`src/rtl/synthesijer_mul_iter.sv`:
```
// Iterative shift-add multiplier retiring BPC multiplier bits per cycle.
// Produces a full 2*WIDTH product in signed or unsigned mode, using an nd/valid/busy handshake.
module synthesijer_mul_iter #(
  parameter int unsigned WIDTH = 64,
  parameter int unsigned BPC   = 1
) (
  input  logic             clk,
  input  logic             reset,
  input  logic [WIDTH-1:0] a,
  input  logic [WIDTH-1:0] b,
  input  logic             signed_mode,
  input  logic             nd,
  output logic             busy,
  output logic [WIDTH-1:0] result,
  output logic [WIDTH-1:0] result_hi,
  output logic             valid
);

  localparam int unsigned N     = WIDTH / BPC;
  localparam int unsigned CNT_W = (N > 1) ? $clog2(N) : 1;
  localparam int unsigned PW    = WIDTH + BPC;
  localparam int unsigned AW    = 2 * WIDTH;

  typedef enum logic [1:0] {
    IDLE = 2'd0,
    RUN  = 2'd1,
    DONE = 2'd2
  } state_t;

  state_t           state;
  state_t           state_next;
  logic [WIDTH-1:0] mcand;
  logic [WIDTH-1:0] mplier;
  logic [AW-1:0]    acc;
  logic [CNT_W-1:0] cnt;
  logic             neg;

  logic             last_c;
  logic             sign_c;
  logic [WIDTH-1:0] mag_a_c;
  logic [WIDTH-1:0] mag_b_c;
  logic [PW-1:0]    partial_c;
  logic [PW-1:0]    sum_c;
  logic [AW+BPC-1:0] wide_c;
  logic [AW-1:0]    acc_next_c;

  // Operand magnitudes and product sign, captured on accept
  always_comb begin
    sign_c  = signed_mode & (a[WIDTH-1] ^ b[WIDTH-1]);
    mag_a_c = (signed_mode && a[WIDTH-1]) ? (~a + WIDTH'(1)) : a;
    mag_b_c = (signed_mode && b[WIDTH-1]) ? (~b + WIDTH'(1)) : b;
  end

  // Shifting accumulator: add into the top half, then retire BPC bits to the right
  always_comb begin
    last_c     = (cnt == CNT_W'(N - 1));
    partial_c  = PW'(mcand) * PW'(mplier[BPC-1:0]);
    sum_c      = PW'(acc[AW-1:WIDTH]) + partial_c;
    wide_c     = {sum_c, acc[WIDTH-1:0]};
    acc_next_c = AW'(wide_c >> BPC);
  end

  always_ff @(posedge clk or negedge reset) begin
    if (!reset) state <= IDLE;
    else        state <= state_next;
  end

  always_comb begin
    state_next = state;
    unique case (state)
      IDLE:    if (nd) state_next = RUN;
      RUN:     if (last_c) state_next = DONE;
      DONE:    state_next = IDLE;
      default: state_next = IDLE;
    endcase
  end

  always_ff @(posedge clk or negedge reset) begin
    if (!reset) begin
      mcand     <= '0;
      mplier    <= '0;
      acc       <= '0;
      cnt       <= '0;
      neg       <= 1'b0;
      busy      <= 1'b0;
      valid     <= 1'b0;
      result    <= '0;
      result_hi <= '0;
    end else begin
      busy  <= (state_next != IDLE);
      valid <= (state == DONE);
      unique case (state)
        IDLE: begin
          if (nd) begin
            mcand  <= mag_a_c;
            mplier <= mag_b_c;
            acc    <= '0;
            cnt    <= '0;
            neg    <= sign_c;
          end
        end
        RUN: begin
          acc    <= acc_next_c;
          mplier <= mplier >> BPC;
          cnt    <= cnt + CNT_W'(1);
        end
        DONE: {result_hi, result} <= neg ? (~acc + AW'(1)) : acc;
        default: ;
      endcase
    end
  end

endmodule

```
`config.mk`:
```
export PLATFORM = sky130hd
export DESIGN_NAME = synthesijer_mul_iter
export DESIGN_NICKNAME = d
export VERILOG_FILES = /design/src/rtl/synthesijer_mul_iter.sv
export SDC_FILE = /design/constraint.sdc
export NUM_CORES = 1
export LEC_CHECK = 0
export CORE_MARGIN = 5
export CORE_UTILIZATION = 54
export DETAILED_ROUTE_END_ITERATION = 7
export DONT_BUFFER_PORTS = 1
export GPL_TIMING_DRIVEN = 0
export PLACE_DENSITY = 0.7
export RECOVER_POWER = 50
export SETUP_SLACK_MARGIN = 0.2
export SLEW_MARGIN = 40
export SYNTH_ARGS = -nofsm -noshare
export SYNTH_HDL_FRONTEND = slang
export SYNTH_SLANG_ARGS = --single-unit
export TNS_END_PERCENT = 1
```
`constraint.sdc`:
```
create_clock -name clk -period 3.93 [get_ports clk]
set_clock_uncertainty 0.1 [all_clocks]
set_input_delay 0 -clock clk [delete_from_list [all_inputs] [get_ports clk]]
set_output_delay 0 -clock clk [all_outputs]
set_load 0.02 [all_outputs]
```
==> results of run 1 <==
[worst max-delay path: stages, from the launching register on]
cell	delay (ns)
sky130_fd_sc_hd__dfrtp_1	0.36
sky130_fd_sc_hd__clkbuf_1	0.18
sky130_fd_sc_hd__or4_1	0.52
sky130_fd_sc_hd__nor2_1	0.43
sky130_fd_sc_hd__and4_1	0.39
sky130_fd_sc_hd__nand3_1	0.35
sky130_fd_sc_hd__o41ai_2	0.76
sky130_fd_sc_hd__nand3_1	0.28
sky130_fd_sc_hd__xnor2_1	0.22
sky130_fd_sc_hd__o21ai_0	0.09
[cell type report]
type	count	area share (%)
clock buffer	64	4.406
clock inverter	14	0.5613
sequential	395	33.60
inverter	37	0.4720
tap	600	2.552
multi-input combinational	2218	47.89
timing repair buffer	241	8.156
antenna	1	0.008505
buffer	176	2.356
[cell usage after synthesis (all sizes together) (64+ instances only)]
| cell type | number | area share (%) |
|---|---|---|
| and2 | 72 | 1.8 |
| o21ai | 395 | 8.1 |
| ha | 68 | 3.5 |
| a22o | 67 | 2.4 |
| dfrtp | 395 | 40 |
| xnor2 | 112 | 4.0 |
| nor2 | 137 | 2.1 |
| nor3 | 64 | 1.3 |
| nand2 | 391 | 6.0 |
| a21oi | 137 | 2.8 |
| clkbuf | 167 | 2.6 |
| xor2 | 186 | 6.6 |
[flip-flops by register name, indices dropped and copies added, names as in the netlist, 2 cells and up]
signal     count
acc          128
cnt            6
mcand         64
mplier        64
result        64
result_hi     64
state          2
[repair_timing]
action | in CTS | in global routing
setup endpoints to repair | 68 | 78
endpoints found under the hold margin | 524 | 395
setup buffers | 3 | 10
resized for setup | 31 | 29
pin swaps | 4 | 8
[worst max path at each step]
stage                               start                        end  slack, ns  cells after the start
finish                 acc[4]$_DFFE_PN0P_  result_hi[51]$_DFFE_PN0P_       0.12                      9
global route        mplier[0]$_DFFE_PN0P_       acc[120]$_DFFE_PN0P_       0.01                     14
CTS                   acc[20]$_DFFE_PN0P_     result[63]$_DFFE_PN0P_       0.09                      8
detailed placement  mplier[0]$_DFFE_PN0P_       acc[115]$_DFFE_PN0P_      -0.70                     13
global placement    mplier[0]$_DFFE_PN0P_       acc[115]$_DFFE_PN0P_      -1.34                     13
floorplan           mplier[0]$_DFFE_PN0P_       acc[115]$_DFFE_PN0P_       0.37                     13
[cells in the final DEF (no fill, tap or decap), types with 14 or more instances in the layout]
master	instances
sky130_fd_sc_hd__dfrtp_1	394
sky130_fd_sc_hd__ha_1	68
sky130_fd_sc_hd__nand2b_1	16
sky130_fd_sc_hd__nor2_1	135
sky130_fd_sc_hd__o41ai_1	27
sky130_fd_sc_hd__a21o_1	17
sky130_fd_sc_hd__xnor2_1	112
sky130_fd_sc_hd__a22o_1	67
sky130_fd_sc_hd__or4_1	38
sky130_fd_sc_hd__nand3_1	43
sky130_fd_sc_hd__nand2_1	390
sky130_fd_sc_hd__clkbuf_2	19
sky130_fd_sc_hd__clkbuf_1	154
sky130_fd_sc_hd__a22oi_1	47
sky130_fd_sc_hd__o211ai_1	17
sky130_fd_sc_hd__nand4_1	34
sky130_fd_sc_hd__o21ai_0	385
sky130_fd_sc_hd__clkbuf_16	44
sky130_fd_sc_hd__o21bai_1	14
sky130_fd_sc_hd__or3_1	44
sky130_fd_sc_hd__dlygate4sd3_1	227
sky130_fd_sc_hd__o31ai_1	55
sky130_fd_sc_hd__nor3_1	62
sky130_fd_sc_hd__a21oi_1	137
sky130_fd_sc_hd__a31oi_1	22
sky130_fd_sc_hd__and2_1	70
sky130_fd_sc_hd__inv_1	35
sky130_fd_sc_hd__xor2_1	186
sky130_fd_sc_hd__o22ai_1	25
sky130_fd_sc_hd__nor4_1	22
[cells by family after synthesis]
logic type      Yosys count  share of synthesized area [%]
xor+xnor                298                          10.64
compound gates          905                          23.16
buf+inv                 213                          3.265
fa+ha+maj                69                          3.551
flops                   395                          40.30
mux                       5                         0.2041
simple gates            941                          18.88
[stage by stage]
stage                     hold slack [ns]  std cells  total power [uW]  area, um2
after global routing               -1.013       3745             21680      29420
after floorplan                   -0.3956       2826             12740      24530
after CTS                          -1.004       3735             20070      29190
after global placement            -0.3828       3426             15220      25280
after detailed placement          -0.3827       3427             15450      25330
final                             -0.9947       3746             20440      29420
[per-layer routing]
| metal | track usage (%) | wire length (um) | up-vias |
|---|---|---|---|
| li1 | - | - | 10842 |
| met1 | 46.04 | 36230 | 11443 |
| met2 | 51.45 | 38260 | 1166 |
| met3 | 5.724 | 7123 | 223 |
| met4 | 10.45 | 2782 | 0 |
| met5 | 0 | 0 | - |
[power by group]
part | leakage, uW | total, uW | switching [uW] | internal, uW
sequential | 0.00514 | 6910 | 1610 | 5300
clock | 0.000725 | 4200 | 1760 | 2440
combinational | 0.00641 | 9330 | 5590 | 3740
==> implementation parameters, run 1 <==
Parameter                              Value

Synthesis
  Most frequently used flop master after synthesis ... sky130_fd_sc_hd__dfrtp_1
  Post-Synthesis Net Count ... approximately 3000
  Count of synthesis-stage warnings from yosys ... 0
  Post-synth ARST share ... 100.0%
  Number of flops mapped to enable cells by yosys ... 0
  Number of distinct standard cells referenced by the synthesized netlist ... 76
  Average cell area after synthesis ... 8.679 um2
  Number of flip-flops and latches in the synthesized netlist ... approximately 400
  Register area share after synthesis ... between 40% and 50%
  Post-synth design cell area ... 24530 um2
  Synthesized instance count ... 2826

GRT
  Vias in the first global route ... 23024
  Pin count of the biggest net entering global routing ... between 300 and 400
  Remaining global-route overflow ... 0
  Wire length of the first global-routing pass ... around 130 mm
  Overall global routing resource usage ... 32.61%
  Initial antenna violation count ... 0

Clocking
  Root buf cell ... sky130_fd_sc_hd__clkbuf_16
  Clock-pin slew of the registers on the worst-case setup and hold paths ... 0.06 ns
  Maximum clock path buffer count ... 3
  Number of buffers inserted during clock tree synthesis ... 44
  Total number of clock tree sinks ... about 400
  CTS tree ... done
  CTS Hold Bufs ... 227
  Latest clock arrival within the worst-skew pair ... 0.59 ns
  CTS H-Tree Depth ... 2

Worst setup path
  Type of origin of the critical path ... flip-flop
  Critical path fanouts, max ... 7
  Arrival time of the worst setup path ... 4.17 ns
  Reg2reg start ... acc[4]$_DFFE_PN0P_
  Register-to-register path setup slack ... 0.12 ns
  Category of the worst setup path capture point ... flip-flop
  Endpoint of the most critical register-to-register path ... result_hi[51]$_DFFE_PN0P_
  Data required, critical path ... 4.29 ns
  Path type of the worst setup path ... flip-flop to flip-flop
  Length in cells of the worst reg-to-reg path ... 9

Timing
  Transition time at the pin with the least slew margin ... 1.189 ns
  TNS Setup ... 0 ns
  Final worst hold slack ... -0.9947 ns
  Final WS setup ... 0.1236 ns
  Max Clock Freq ... 0.2627 GHz
  Clock period minus worst slack ... 3.806 ns
  Worst slew margin relative to its limit ... 20.75%
  Total setup violations reported at the end of the flow ... 0
  Endpoints failing hold ... 395
  Final Cycle Share ... 96.85%
  RSZ-0062 raised after global routing ... yes
  Slew Limit Fails ... 0

Drt
  Antenna Nets Post-Route ... 0
  Wire length per cell after detailed routing ... 22.53 um
  DRC ... 0
  First-pass detailed-route iteration total ... 8
  Iteration-0 DRC Markers ... 2615
  Vias ... 23674
  Total Routed Length ... 84.39 mm
  Via-per-instance ratio ... 6.320

Final layout
  Seq. cell area ... roughly 10000 um2
  Utilization after layout ... approximately 65%
  Net count reported at finish ... between 3000 and 4000
  Area occupied by multi-input gates ... 14090 um2
  Number of filler instances in the final layout ... between 3000 and 4000
  Share of post-route cells with drive strength above 1 ... 5.501%
  Area delta synth->final ... 19.96%

Die
  Starting utilization of the core area ... 54.28%
  # IOs ... 262
  Chip Width ... 223.1 um
  DIE AREA ... ~50000 um2
  Core box area ... approximately 45000 um2
  Height of the chip ... 223.1 um
  Count of standard-cell rows ... 78

Power and ir drop
  P per Cell Area ... between 600 and 700 nW/um2
  Reported leakage power ... 0.01227 uW
  Maximum vdd drop ... 0.3610 mV

Placement
  Final weighted congestion of routability-driven global placement ... 0.9721
  Half-perimeter wire length after detailed placement ... ~60 mm
  Quantity of I/O buffers inserted on ports ... 0
  Placement Setup Slack ... -0.7022 ns

Status
  Violations in the final reports ... negative hold slack
  Run status ... complete, but fails checks

Hold path
  Tightest Hold Check Type ... input port to async pin

Job
  Reported max-cap violation count ... 0
Power figures use the tool's default switching activity.
==> inputs of run 2 (changes only) <==
--- a/config.mk
+++ b/config.mk
@@ -10,7 +10,7 @@
 export DETAILED_ROUTE_END_ITERATION = 7
 export DONT_BUFFER_PORTS = 1
 export GPL_TIMING_DRIVEN = 0
-export PLACE_DENSITY = 0.7
+export PLACE_DENSITY_LB_ADDON = 0.15
 export RECOVER_POWER = 50
 export SETUP_SLACK_MARGIN = 0.2
 export SLEW_MARGIN = 40
==> implementation parameters, run 2 (synthesis gave the netlist of run 1 again) <==
Parameter                              Value

Final layout
  Share of post-route cells with drive strength above 1 ... 5.543%
  Non-filler instance count after layout ... 3739
  Number of diodes added for antenna fixing ... 0
  Number of flip-flops under the largest register name ... 128
  Top library cells by usage in the layout, fill and taps aside ... sky130_fd_sc_hd__dfrtp_1 (394), sky130_fd_sc_hd__nand2_1 (391), sky130_fd_sc_hd__o21ai_0 (384)
  Number of filler instances in the final layout ... 3822
  Most flops, register ... acc
  Most common cell after layout, fill and taps aside ... sky130_fd_sc_hd__dfrtp_1
  Area delta synth->final ... 19.46%
  Net count reported at finish ... 3309

Timing
  Worst slew margin relative to its limit ... roughly 36%
  Final WS setup ... 0.1254 ns
  Total setup violations reported at the end of the flow ... 0
  Clock period minus worst slack ... approximately 3.8 ns
  Final worst hold slack ... -0.9977 ns
  Max Clock Freq ... roughly 0.26 GHz
  Slew Limit Fails ... 0
  Final Cycle Share ... roughly 97%
  Transition time at the pin with the least slew margin ... 0.9596 ns
  Endpoints failing hold ... just under 400
  RSZ-0062 raised after global routing ... yes

GRT
  Global routing met2 resource utilization ... a little over half
  Pin count of the biggest net entering global routing ... 396
  Initial antenna violation count ... 1
  Met3 track demand over resource ... 5.763%
  GR Layer Usage met1 ... 46.70%
  Wire length of the first global-routing pass ... 132.0 mm
  Busiest layer in global routing ... met2
  Overall global routing resource usage ... 32.98%
  Remaining global-route overflow ... 0
  Vias in the first global route ... 23113

Clocking
  Total number of clock tree sinks ... 395
  Number of buffers inserted during clock tree synthesis ... 44
  CTS tree ... done
  Root buf cell ... sky130_fd_sc_hd__clkbuf_16
  Latest clock arrival within the worst-skew pair ... 0.60 ns
  Clock-pin slew of the registers on the worst-case setup and hold paths ... 0.06 ns
  CTS Hold Bufs ... 223
  CTS H-Tree Depth ... 2
  Maximum clock path buffer count ... 3

Worst setup path
  Setup crit start ... acc[53]$_DFFE_PN0P_
  Endpoint of the most critical register-to-register path ... result_hi[63]$_DFFE_PN0P_
  Buffering stage count on the worst path with inverters included ... 1
  Type of origin of the critical path ... flip-flop
  Critical Path Max Stage Delay ... 0.58 ns
  CP top delay family ... simple AND/OR/NAND/NOR gates
  Arrival time of the worst setup path ... 4.17 ns
  Category of the worst setup path capture point ... flip-flop
  Critical path fanouts, max ... 9
  Slowest stage cell, crit path ... sky130_fd_sc_hd__or4_4
  Sequence of cells on the critical path ... or4_4 -> or4_4 -> nor4_2 -> nor3b_4 -> nand2b_1 -> buf_2 -> o41ai_2 -> xor2_1 -> o21ai_1
  Path type of the worst setup path ... flip-flop to flip-flop
  Data required, critical path ... between 4 and 5 ns
  Critical Path End ... result_hi[63]$_DFFE_PN0P_
  Register-to-register path setup slack ... around 0.13 ns
  Count of cell instances traversed by the critical path ... 9
  Reg2reg start ... acc[53]$_DFFE_PN0P_
  Length in cells of the worst reg-to-reg path ... 9
  Most frequent cell on the critical path ... sky130_fd_sc_hd__or4_4

Placement
  Placement Setup Slack ... -0.7986 ns
  Half-perimeter wire length after detailed placement ... 62.40 mm
  Quantity of I/O buffers inserted on ports ... 0
  Placed cells ... roughly 3400
  Final weighted congestion of routability-driven global placement ... roughly 0.96

Job
  Reported max-cap violation count ... 0

Die
  Chip Width ... between 200 and 250 um
  Starting utilization of the core area ... between 50% and 60%
  Height of the chip ... 223.1 um
  Core box area ... 45190 um2
  # IOs ... 262
  Count of standard-cell rows ... 78
  DIE AREA ... around 50000 um2

Power and ir drop
  Maximum vdd drop ... 0.5082 mV
  Reported leakage power ... around 0.012 uW
  P per Cell Area ... 694.9 nW/um2

Hold path
  Tightest Hold Check Type ... input port to async pin

Drt
  Vias ... approximately 24000
  DRC ... 0
  Wire length per cell after detailed routing ... 22.86 um
  Total Routed Length ... 85.48 mm
  Antenna Nets Post-Route ... 0
  Iteration-0 DRC Markers ... 2469
  First-pass detailed-route iteration total ... 5
  Via-per-instance ratio ... 6.351

Status
  Run status ... complete, but fails checks
  Violations in the final reports ... negative hold slack
## run 2: changes by cell type in the layout (fill, tap and decap cells not counted), sizes merged
cell | before | now
buf | 24 | 23
clkbuf | 230 | 224
clkinv | 9 | 14
clkinvlp | 0 | 3
diode | 1 | 0
dlygate4sd3 | 227 | 223
inv | 40 | 37
## run 2: area by class of cell
class                           count  area, um2  share of cell area [%]
Clock inverter                     19      211.5                  0.7217
Inverter                           37      138.9                  0.4740
Multi-Input combinational cell   2218      14070                   48.01
Buffer                            176      694.4                   2.370
Sequential cell                   395       9886                   33.74
Timing Repair Buffer              236       2327                   7.943
Tap cell                          600      750.7                   2.562
Clock buffer                       58       1224                   4.176
## run 2: worst min path at each step
stage / depth (start not counted) / end / from
finish: 0 / result[57]$_DFFE_PN0P_ / reset
global route: 0 / result[57]$_DFFE_PN0P_ / reset
CTS: 0 / result[58]$_DFFE_PN0P_ / reset
detailed placement: 0 / result[58]$_DFFE_PN0P_ / reset
global placement: 0 / result[57]$_DFFE_PN0P_ / reset
floorplan: 0 / acc[0]$_DFFE_PN0P_ / reset
## run 2: timing repair
item,in CTS,in global routing
buffers inserted,1,11
hold endpoints to repair,524,395
endpoints found under the setup margin,77,78
pin swaps,1,8
resized for setup,23,46
## run 2: power by group
group / internal (uW) / total [uW] / switching, uW
clock: 2350 / 4110 / 1770
sequential: 5300 / 6920 / 1620
combinational: 3720 / 9320 / 5600
## run 2: metal layers
| metal | vias up | part of all wire, % |
|---|---|---|
| li1 | 10809 | - |
| met1 | 11640 | 43 |
| met2 | 1087 | 46 |
| met3 | 208 | 8.2 |
| met4 | 2 | 3.2 |
| met5 | - | 0.015 |
## run 2: through the flow
stage / area, um2 / power (uW) / TNS, ns / utilization, %
finish: 29300 / 20360 / 0 / 64.84
global route: 29300 / 21650 / -0.02513 / 64.84
CTS: 29090 / 20020 / 0 / 64.37
detailed placement: 25320 / 15520 / -11.48 / 56.04
global placement: 25280 / 15300 / -17.90 / 55.94
floorplan: 24530 / 12740 / 0 / -
